<file path="src/rtl/pipe_stage_reg.sv">
// Pipeline stage register with valid/ready handshake, synchronous flush
// and an optional second (skid) entry that registers in_ready.
module pipe_stage_reg #(
    parameter int unsigned      WIDTH       = 32,
    parameter bit               SKID        = 1'b1,
    parameter logic [WIDTH-1:0] RESET_VALUE = '0
) (
    input  logic             clk,
    input  logic             rst,
    input  logic             flush,
    input  logic             in_valid,
    output logic             in_ready,
    input  logic [WIDTH-1:0] in_data,
    output logic             out_valid,
    input  logic             out_ready,
    output logic [WIDTH-1:0] out_data,
    output logic [1:0]       occupancy
);

    // Encoding equals the entry count, so occupancy is the state itself.
    typedef enum logic [1:0] {
        ST_EMPTY = 2'd0,
        ST_ONE   = 2'd1,
        ST_TWO   = 2'd2
    } state_t;

    state_t           r_state;
    state_t           w_state_nxt;
    logic [WIDTH-1:0] r_main;
    logic [WIDTH-1:0] r_skid;
    logic [WIDTH-1:0] w_main_nxt;
    logic [WIDTH-1:0] w_skid_nxt;
    logic             w_acc;
    logic             w_pop;

    assign out_valid = (r_state != ST_EMPTY);
    assign out_data  = r_main;
    assign occupancy = 2'(r_state);

    generate
        if (SKID) begin : g_skid
            assign in_ready = (r_state != ST_TWO);
        end else begin : g_single
            assign in_ready = !out_valid || out_ready;
        end
    endgenerate

    assign w_acc = in_valid && in_ready;
    assign w_pop = out_valid && out_ready;

    always_comb begin
        w_state_nxt = r_state;
        w_main_nxt  = r_main;
        w_skid_nxt  = r_skid;
        if (flush) begin
            w_state_nxt = ST_EMPTY;
        end else begin
            case (r_state)
                ST_EMPTY: begin
                    if (w_acc) begin
                        w_main_nxt  = in_data;
                        w_state_nxt = ST_ONE;
                    end
                end
                ST_ONE: begin
                    if (w_pop && w_acc) begin
                        w_main_nxt = in_data;
                    end else if (w_pop) begin
                        w_state_nxt = ST_EMPTY;
                    end else if (w_acc && SKID) begin
                        // Downstream stalled: park the new payload behind M.
                        w_skid_nxt  = in_data;
                        w_state_nxt = ST_TWO;
                    end
                end
                ST_TWO: begin
                    if (w_pop) begin
                        w_main_nxt  = r_skid;
                        w_state_nxt = ST_ONE;
                    end
                end
                default: w_state_nxt = ST_EMPTY;
            endcase
        end
    end

    always_ff @(posedge clk or posedge rst) begin
        if (rst) begin
            r_state <= ST_EMPTY;
            r_main  <= RESET_VALUE;
            r_skid  <= RESET_VALUE;
        end else begin
            r_state <= w_state_nxt;
            r_main  <= w_main_nxt;
            r_skid  <= w_skid_nxt;
        end
    end

endmodule

</file>
<file path="config.mk">
export PLATFORM = sky130hd
export DESIGN_NAME = pipe_stage_reg
export DESIGN_NICKNAME = d
export VERILOG_FILES = /design/src/rtl/pipe_stage_reg.sv
export SDC_FILE = /design/constraint.sdc
export NUM_CORES = 1
export LEC_CHECK = 0
export BUFFER_PORTS_ARGS = -buffer_cell sky130_fd_sc_hd__buf_2
export CAP_MARGIN = 30
export CORE_AREA = 2 2 81 83
export CTS_BUF_LIST = sky130_fd_sc_hd__clkbuf_4
export DETAILED_ROUTE_END_ITERATION = 8
export DIE_AREA = 0 0 83 85
export PLACE_DENSITY = 0.76
export SKIP_CTS_REPAIR_TIMING = 1
export SYNTH_ARGS = -nofsm -noshare
export SYNTH_HDL_FRONTEND = slang
export SYNTH_SLANG_ARGS = --single-unit
</file>
<file path="constraint.sdc">
create_clock -name clk -period 5.8 [get_ports clk]
set_input_delay 0.58 -clock clk [delete_from_list [all_inputs] [get_ports clk]]
set_output_delay 0.58 -clock clk [all_outputs]
set_load 0.01 [all_outputs]
</file>
### After elaboration in Yosys (flattened, before gate mapping)

Cells that the tools add are included.

* bits in registers: 66
* bits of input ports: 37
* word-level logic and storage cells: 36

* equal/unequal tests: 10
* multiplexer cells: 11
* bitwise gates (word level): 3
* reductions and logical operators: 9

Operators by type and width (number)
* $mux W32: 3
* $pmux W32 S3: 1
* $mux W2: 6
* $reduce_and A5 Y1: 2
* $ne A3 B3 Y1 const B: 3
* $ne A2 B2 Y1 const B: 4
* $pmux W2 S3: 1
* $ne A4 B4 Y1 const B: 1
* $reduce_and A4 Y1: 1
* $logic_and A1 B1 Y1: 3
* $not A1 Y1: 3
* $reduce_bool A3 Y1: 1
* $eq A2 B1 Y1 const B: 1
* $eq A2 B2 Y1 const B: 1
* $logic_not A2 Y1: 1
* $reduce_bool A2 Y1: 1

### Logic depth before layout (Yosys ltp)

Gate-level depths: netlist of run 1.

* depth after elaboration: 7
* depth in mapped cells: 5
* depth with buffers taken out: 4

### Worst setup path after synthesis of run 1

No wires, ideal clock.

* kind: input -> register
* start: input in_valid
* end: register r_main[18] (netlist: out_data[18])
* library setup time: 0.128 ns
* data arrival time: 1.572 ns
* path slack: 4.101 ns
* stages: 5
* cell sequence: nor2b_2 > nand2_1 > a21oi_4 > buf_6 > mux2_1

* word-level cells in the longest chain between the ends: 4
* elaborated cells between the ends (all ways): 5

Ends and longest elaborated chain
* start: declaration: line 11 `input logic in_valid,`
* $logic_and A1 B1 Y1 (*): line 48 `assign w_acc = in_valid && in_ready;`
* $logic_and A1 B1 Y1: line 66 `if (w_pop && w_acc) begin`
* $ne A2 B2 Y1 (no source line)
* $reduce_and A5 Y1 (no source line) (*)
* end signal: assignment: line 94 `r_main <= w_main_nxt;`
* end: declaration: line 29 `logic [WIDTH-1:0] r_main;`

Every way passes the cells marked *; elsewhere a longest branch is shown, timed or not.
A chain may end at the register's enable or synchronous reset.

### Final worst setup path of run 1

* start: register r_state[0] (netlist: occupancy[0])
* end: output in_ready

* word-level cells in the longest chain between the ends: 1

Ends and longest elaborated chain
* start: declaration: line 27 `state_t r_state;`
* start signal: assignment: line 93 `r_state <= w_state_nxt;`
* $ne A2 B2 Y1: line 42 `assign in_ready = (r_state != ST_TWO);`
* end: declaration: line 12 `output logic in_ready,`

Every way passes these cells.

==> flow_summary.toml, run 1 <==
[timing]
final-max-slew-violation-count = 0
slew_headroom_pct = 43.7
rsz0062_at_grt = "no"
worstMarginPinSlew_ns = 0.845
finalCritPeriodShare_pct = 39.5
hold_viol = 0
setup_tns_ns = 0
max_freq_mhz = 437
fin_crit_ns = 2.29
setup_viol = 0
clock_skew_ns = 0.0123

[pwr]
p_seq_share_pct = 48.8
p_int_mw = 0.966
switching_share_pct = 25.0
p_clk_share_pct = 30.1
leakage_nw = 1.89
combPwrFrac_pct = 21.1
switchingPower_mw = 0.322
powerDensity_mw_per_mm2 = 345
finalPower_mw = 1.29
vdd_drop_max_v = 0.000156

[synthesis]
yosysWarnings = 0
synth_top_cell_by_area = "dfrtp_1"
synth_area_leaders = "dfrtp_1 (52%), mux2_4 (26%), mux2_1 (7.8%)"
yosysTopAreaCellShare_pct = 51.8
syn-num-nets = 225
syn_area_mm2 = 0.00319
synth_seq_cells = 66
synth.avg_cell_area_um2 = 17.0
yosysSeqAreaShare_pct = 51.8
synth_cells = 188
synth_cell_types = 21

[floorplanning]
core-area_mm2 = 0.00620
die_y_um = 85
start_util_pct = 51.4
die_x_um = 83
rows = 29
die-area_mm2 = 0.00706
io_pins = 73

[critical_path]
cp_top_family = "buffers and inverters"
crit_fanout = 34
critPathLaunchType = "register"
required_ns = 5.22
worst-path-buf-inv = 2
worstSetupPathType = "reg -> out"
cp.depth = 3
crit_path_cell_trace = "nand2b_2 -> buf_4 -> buf_2"
max_stage_delay_ns = 0.48
cp.arrival_ns = 1.71
cp_slowest_cell = "buf_4"
rr_worst_depth = 4
critPathCaptureType = "output port"

[clocking]
cts_root_buf = "clkbuf_4"
cts_made_buffers = 9
htreeDepth = 3
clockBufferDepth = 2
cts_tree = "yes"
clock_sinks = 66
path_clk_slew_ns = 0.11
insertion_delay_ns = 0.40

[finish]
multiInputGateArea_mm2 = 0.00141
syn_to_final_growth_pct = 17.1
nets = 302
fillCellCount = 500
diodes = 0
drive_above_1_share_pct = 64.1
regArea_mm2 = 0.00165

[placement]
gp_congestion = 0.702
io_buffers = 72
hpwl_um = 3660

[hold_path]
min_path_type = "in -> async"

[drt]
drtIter0Drc = 121
firstDrtPassIters = 4
postRouteAntennaNets = 0
routedWlPerCell_um = 15.6
routed_via_density = 5.04
wirelength_um = 5410
num_vias = 1748
route.detailed.drc = 0

[grt]
grt_antenna_before_repair = 0
first_global_vias = 1857
grt_pass1_wl_um = 9180
grt_max_degree = 67
grt_use_total_pct = 16.8
grt_overflow = 0

[run_status]
status = "finished clean"

[run]
maxCapViolCount = 0
## per-stage QoR
| step | util [%] | std cells | area [um^2] | setup slack (ns) | hold slack, ns |
|---|---|---|---|---|---|
| after floorplan | - | 188 | 3190 | 3.57 | 0.454 |
| after global placement | 57.2 | 331 | 3550 | 3.32 | 0.465 |
| after detailed placement | 57.2 | 331 | 3550 | 3.28 | 0.475 |
| after CTS | 60.2 | 347 | 3740 | 3.44 | 0.376 |
| after global routing | 60.2 | 347 | 3740 | 3.35 | 0.367 |
| final | 60.2 | 347 | 3740 | 3.51 | 0.392 |
## cell usage after synthesis
cell / number
o22a_1: 1
buf_12: 3
buf_6: 4
nand2b_2: 1
mux2_4: 56
mux2_2: 18
nor2b_2: 1
nor3b_4: 1
nand2_1: 3
nand3b_1: 1
nand2b_1: 1
o21a_1: 1
inv_1: 1
dfrtp_1: 66
or2_2: 1
a21oi_1: 1
mux2_1: 22
a211oi_1: 1
nor2_1: 1
buf_4: 3
a21oi_4: 1
## worst register-to-register path, stage by stage (launching register included)
cell	delay, ns
dfrtp_1	0.48
nor2b_2	0.21
nor3b_4	0.72
buf_4	0.39
mux2_2	0.36
## per-layer routing
layer / vias up / GRT usage, % / wire length [um]
met3: 11 / 4.86 / 254
met4: 0 / 8.49 / 100
met5: - / 0 / 0
met1: 868 / 21.4 / 2490
li1: 828 / - / -
met2: 41 / 26.2 / 2570
## cells by family (layout without fill, tap and decap cells)
family | count (synthesis) | after routing | synth area share, %
buffers and inverters | 11 | 93 | 4.12
AOI/OAI and AO/OA | 5 | 5 | 1.41
muxes | 96 | 96 | 40.5
DFF | 66 | 66 | 51.8
and+or+nand+nor | 10 | 10 | 2.24
## registers in the layout, indices dropped and copies added, names as in the netlist
signal,count
occupancy,2
out_data,32
r_skid,32
## power groups by stage
stage               Sequential, mW  Combinational [mW]  Clock, mW
floorplan                    0.649               0.170          0
global placement             0.633               0.267          0
detailed placement           0.638               0.277          0
CTS                          0.629               0.277      0.397
global route                 0.644               0.294      0.423
finish                       0.629               0.272      0.387
## area by class of cell
type                       instances  share of cell area [%]
multi-input combinational        111                    37.7
sequential                        66                    44.2
timing repair buffer              76                    10.4
clock inverter                     5                    2.75
tap                               77                    2.58
inverter                           1                   0.100
clock buffer                      11                    2.21
## placed cells by master, fill, tap and decap left out
master and instances:
a211oi_1 1, a21oi_1 1, a21oi_4 1, buf_2 72, buf_4 4, bufinv_16 3, clkbuf_4 11, clkinv_2 1
clkinvlp_4 1, dfrtp_1 66, inv_2 1, mux2_1 22, mux2_2 18, mux2_4 56, nand2_1 3, nand2b_2 2
nand3b_1 1, nor2_1 1, nor2b_2 1, nor3b_4 1, o21a_1 1, o22a_1 1, or2_2 1
## final timing paths
kind / start / to / slack [ns]
worst min-delay path: rst / out_data[15]$_DFFE_PP0P_ / 0.39
min in group clk: out_ready / occupancy[1]$_DFFE_PP0P_ / 0.40
worst max register to register: occupancy[1]$_DFFE_PP0P_ / r_skid[3]$_DFFE_PP0P_ / 3.54
worst min register to register: r_skid[21]$_DFFE_PP0P_ / r_skid[21]$_DFFE_PP0P_ / 0.50
max in group asynchronous: rst / out_data[30]$_DFFE_PP0P_ / 4.82
worst max-delay path: occupancy[0]$_DFFE_PP0P_ / in_ready / 3.51
No activity file was read; power rests on OpenSTA's default activity.
==> run 2: changes to the inputs <==
Clock period 5.8 ns to 2.2 ns, I/O delays scaled along.
==> run 2 against run 1 <==
Global-route usage increased by 0.16 points. Clock skew increased by 0.0041 ns. Via count increased by 2.2%. Cell count increased by 0.86%. Critical path depth unchanged. Worst setup slack got worse by 3.1 ns. Clock power increased by 90%. Die area unchanged. First-iteration DRC count decreased by 56%. Final area increased by 0.17%. Critical endpoint unchanged. Largest cell class unchanged.
==> flow_summary.toml, run 2 (same netlist as run 1, synthesis figures left out) <==
[floorplanning]
die_y_um = 85
io_pins = 73
core-area_mm2 = 0.00620
start_util_pct = 51.4
rows = 29
die-area_mm2 = 0.00706
die_x_um = 83

[timing]
final-max-slew-violation-count = 0
clock_skew_ns = 0.0164
max_freq_mhz = 556
worstMarginPinSlew_ns = 0.419
fin_crit_ns = 1.80
finalCritPeriodShare_pct = 81.8
hold_viol = 0
setup_tns_ns = 0
slew_headroom_pct = 72.0
rsz0062_at_grt = "no"
hold_slack_ns = 0.0536
setup_viol = 0

[clocking]
insertion_delay_ns = 0.39
cts_tree = "yes"
clockBufferDepth = 2
htreeDepth = 3
path_clk_slew_ns = 0.10
cts_made_buffers = 9
clock_sinks = 66
cts_root_buf = "clkbuf_4"

[critical_path]
cp_slowest_cell = "dfrtp_1"
worstSetupPathType = "reg -> out"
crit_fanout = 18
cp_top_family = "flip-flops"
worst-path-buf-inv = 2
worstReg2RegStart = "occupancy[0]$_DFFE_PP0P_"
critPathLaunchType = "register"
cp.arrival_ns = 1.58
rr_worst_depth = 4
max_stage_delay_ns = 0.45
critPathCaptureType = "output port"
rrSetupSlack_ns = 0.42
worstReg2RegEnd = "out_data[8]$_DFFE_PP0P_"
required_ns = 1.98
crit_path_cell_trace = "nand2b_2 -> buf_12 -> buf_2"

[drt]
routed_via_density = 5.10
routedWlPerCell_um = 15.8
num_vias = 1786
firstDrtPassIters = 4
drtIter0Drc = 53
route.detailed.drc = 0
wirelength_um = 5540
postRouteAntennaNets = 0

[finish]
layout_commonest_cell = "buf_2"
nets = 306
diodes = 0
drive_above_1_share_pct = 63.0
final_cells = 350
fin_area_mm2 = 0.00374
fillCellCount = 504
final_cell_mix = "buf_2 (72), dfrtp_1 (66), mux2_4 (56), mux2_1 (22), mux2_2 (18)"
syn_to_final_growth_pct = 17.3

[pwr]
p_int_mw = 2.30
finalPower_mw = 3.13
vdd_drop_max_v = 0.000509
p_seq_share_pct = 53.1
p_clk_share_pct = 23.6
powerDensity_mw_per_mm2 = 835
switchingPower_mw = 0.826
combPwrFrac_pct = 23.3
leakage_nw = 1.90
switching_share_pct = 26.4

[grt]
first_global_vias = 1853
grt_overflow = 0
grt_pass1_wl_um = 9210
grt_use_total_pct = 16.9
grt_antenna_before_repair = 0
grt_max_degree = 34

[placement]
gp_congestion = 0.715
io_buffers = 72
place_area_mm2 = 0.00361
hpwl_um = 3890
dp_cells = 334

[hold_path]
hold_depth = 2
worstHoldEndpoint = "occupancy[1]$_DFFE_PP0P_"
min_path_type = "in -> reg"
hp-start = "out_ready"

[run_status]
status = "finished clean"

[run]
maxCapViolCount = 0
[run 2: cell count changes in the layout (fill, tap and decap cells not counted)]
cell / previous run / this run
bufinv_16: 3 / 1
buf_12: 0 / 3
dlygate4sd3_1: 0 / 1
clkinvlp_4: 1 / 0
clkinv_1: 0 / 3
clkbuf_4: 11 / 10
[run 2: how the worst max path moves through the flow]
stage                                   startpoint                  endpoint  cells past startpoint
final                     occupancy[0]$_DFFE_PP0P_                  in_ready                      3
after global routing      occupancy[0]$_DFFE_PP0P_                  in_ready                      3
after CTS                 occupancy[0]$_DFFE_PP0P_                  in_ready                      3
after detailed placement  occupancy[0]$_DFFE_PP0P_   out_data[8]$_DFFE_PP0P_                      4
after global placement    occupancy[0]$_DFFE_PP0P_   out_data[8]$_DFFE_PP0P_                      4
after floorplan                                rst  occupancy[0]$_DFFE_PP0P_                      1
[run 2: final cells by class]
cell class | count | area [um^2] | share of cell area (%)
sequential | 66 | 1650 | 44.1
inverter | 1 | 3.75 | 0.100
multi-input combinational | 111 | 1410 | 37.7
timing repair buffer | 80 | 460 | 12.3
tap | 77 | 96.3 | 2.57
clock buffer | 10 | 75.1 | 2.01
clock inverter | 5 | 46.3 | 1.24
[run 2: power by group through the flow]
stage / sequential, mW / combinational (mW) / clock [mW]
final: 1.66 / 0.729 / 0.737
after CTS: 1.66 / 0.742 / 0.773
after global routing: 1.70 / 0.791 / 0.825
after global placement: 1.67 / 0.715 / 0
after floorplan: 1.71 / 0.448 / 0
after detailed placement: 1.68 / 0.740 / 0
[run 2: worst reg2reg max path, stage by stage (launching register included)]
cell	delay [ns]
dfrtp_1	0.46
nand2b_2	0.35
buf_4	0.29
mux2_4	0.33
mux2_4	0.26
[run 2: per-layer routing]
| layer | wire (um) | global-route usage (%) | share of wire [%] |
|---|---|---|---|
| met1 | 2370 | 21.0 | 43 |
| met2 | 2780 | 27.1 | 50 |
| met3 | 246 | 4.18 | 4.4 |
| met4 | 145 | 9.84 | 2.6 |
| met5 | 0 | 0 | 0 |
[run 2: metrics by stage]
step	utilization (%)	setup slack, ns
after floorplan	-	0.325
after global placement	58.2	0.504
after detailed placement	58.2	0.413
after CTS	60.2	0.362
after global routing	60.3	0.280
final	60.3	0.401
==> run 3: changes to the inputs <==
Clock period 2.2 ns to 1.8 ns, I/O delays scaled along.
==> run 3 against run 2 <==
Via count is 2.9% higher. Largest cell class unchanged. Final area is 8.0% higher. First-iteration DRC count is 21% lower. Sequential share of layout area is 3.3 points lower. Count of clock-buffer cells in the layout stayed put. Cell count is 7.1% higher. Combinational power is 29% higher. Power is 30% higher. Utilization is 4.8 points higher.
==> flow_summary.toml, run 3 (same netlist as run 1, synthesis figures left out) <==
[run_status]
status = "finished clean"

[run]
maxCapViolCount = 0

[critical_path]
worstSetupPathType = "in -> reg"
required_ns = 2.10
critPathCaptureType = "register"
critPathLaunchType = "input port"
crit_fanout = 17
cp.arrival_ns = 1.94

[finish]
nets = 330
final_cells = 375
diodes = 0
final_cell_mix = "buf_2 (72), dfrtp_1 (66), mux2_4 (56), dlygate4sd3_1 (23), mux2_1 (22)"
syn_to_final_growth_pct = 26.7
drive_above_1_share_pct = 59.4
layout_commonest_cell = "buf_2"

[timing]
clock_skew_ns = 0.0127
setup_viol = 0
fin_ws_ns = 0.150
hold_viol = 0
max_freq_mhz = 606
slew_headroom_pct = 69.2
final-max-slew-violation-count = 0
finalCritPeriodShare_pct = 91.6
worstMarginPinSlew_ns = 0.462
rsz0062_at_grt = "no"
setup_tns_ns = 0
fin_crit_ns = 1.65

[floorplanning]
start_util_pct = 51.4
die-area_mm2 = 0.00706
die_y_um = 85
core-area_mm2 = 0.00620
rows = 29
io_pins = 73
die_x_um = 83

[grt]
first_global_vias = 1902
grt_antenna_before_repair = 0
grt_max_degree = 34
grt_overflow = 0
grt_pass1_wl_um = 9090
grt_use_total_pct = 16.7

[drt]
num_vias = 1838
drtIter0Drc = 42
routed_via_density = 4.90
routedWlPerCell_um = 15.1
wirelength_um = 5680
route.detailed.drc = 0
postRouteAntennaNets = 0
firstDrtPassIters = 3

[clocking]
htreeDepth = 3
insertion_delay_ns = 0.40
clock_sinks = 66
cts_made_buffers = 9
cts_tree = "yes"
clockBufferDepth = 2
cts_root_buf = "clkbuf_4"
path_clk_slew_ns = 0.11

[placement]
pre_cts_ws_ns = 0.178
io_buffers = 72
hpwl_um = 3730
dp_cells = 336
gp_congestion = 0.708

[pwr]
vdd_drop_max_v = 0.000689
powerDensity_mw_per_mm2 = 1000
finalPower_mw = 4.06
leakage_nw = 2.02

[hold_path]
min_path_type = "in -> reg"
## run 3: metrics by stage
| stage | area [um^2] | hold slack, ns | util [%] |
|---|---|---|---|
| 2_1_floorplan | 3190 | 0.246 | - |
| 3_3_place_gp | 3660 | 0.213 | 58.9 |
| 3_5_place_dp | 3660 | 0.216 | 58.9 |
| 4_1_cts | 3810 | -0.245 | 61.4 |
| 5_1_grt | 4040 | 0.00195 | 65.2 |
| 6_report | 4040 | 0.00954 | 65.2 |
## run 3: path summary, 6_finish.rpt
path                                     startpoint                  endpoint  slack (ns)  cells past startpoint
max                                       out_ready     r_skid[1]$_DFFE_PP0P_        0.15                      6
max in group asynchronous                       rst     r_skid[6]$_DFFE_PP0P_        0.88                      4
min reg2reg                  r_skid[18]$_DFFE_PP0P_    r_skid[18]$_DFFE_PP0P_        0.49                      1
min in group asynchronous                       rst     r_skid[2]$_DFFE_PP0P_        0.36                      3
min                                     in_data[26]    r_skid[26]$_DFFE_PP0P_        0.01                      2
max reg2reg                occupancy[1]$_DFFE_PP0P_  out_data[21]$_DFFE_PP0P_        0.16                      5
## run 3: report_power, final
group	internal (mW)	switching (mW)	total (mW)	leakage (nW)
registers	1.84	0.183	2.02	0.796
logic	0.590	0.349	0.938	1.14
clock network	0.570	0.530	1.10	0.0838
total	3.00	1.06	4.06	2.02
## run 3: cell type report
type                       count  area [um^2]
timing repair buffer         104          721
fill                         468         2160
sequential                    66         1650
clock buffer                  10         75.1
clock inverter                 6         81.3
multi-input combinational    111         1410
inverter                       1         7.51
tap                           77         96.3
## run 3: layer usage
metal	track usage, %	vias up	part of all wire, %
li1	-	885	-
met1	21.4	903	45
met2	26.1	40	49
met3	5.35	10	4.3
met4	7.60	0	2.1
met5	0	-	0
## run 3: worst max-delay path: stages
cell and delay [ns]:
dlygate4sd3_1 0.53, buf_2 0.15, nand2b_2 0.21, nor3b_4 0.20, buf_4 0.29, mux2_2 0.38
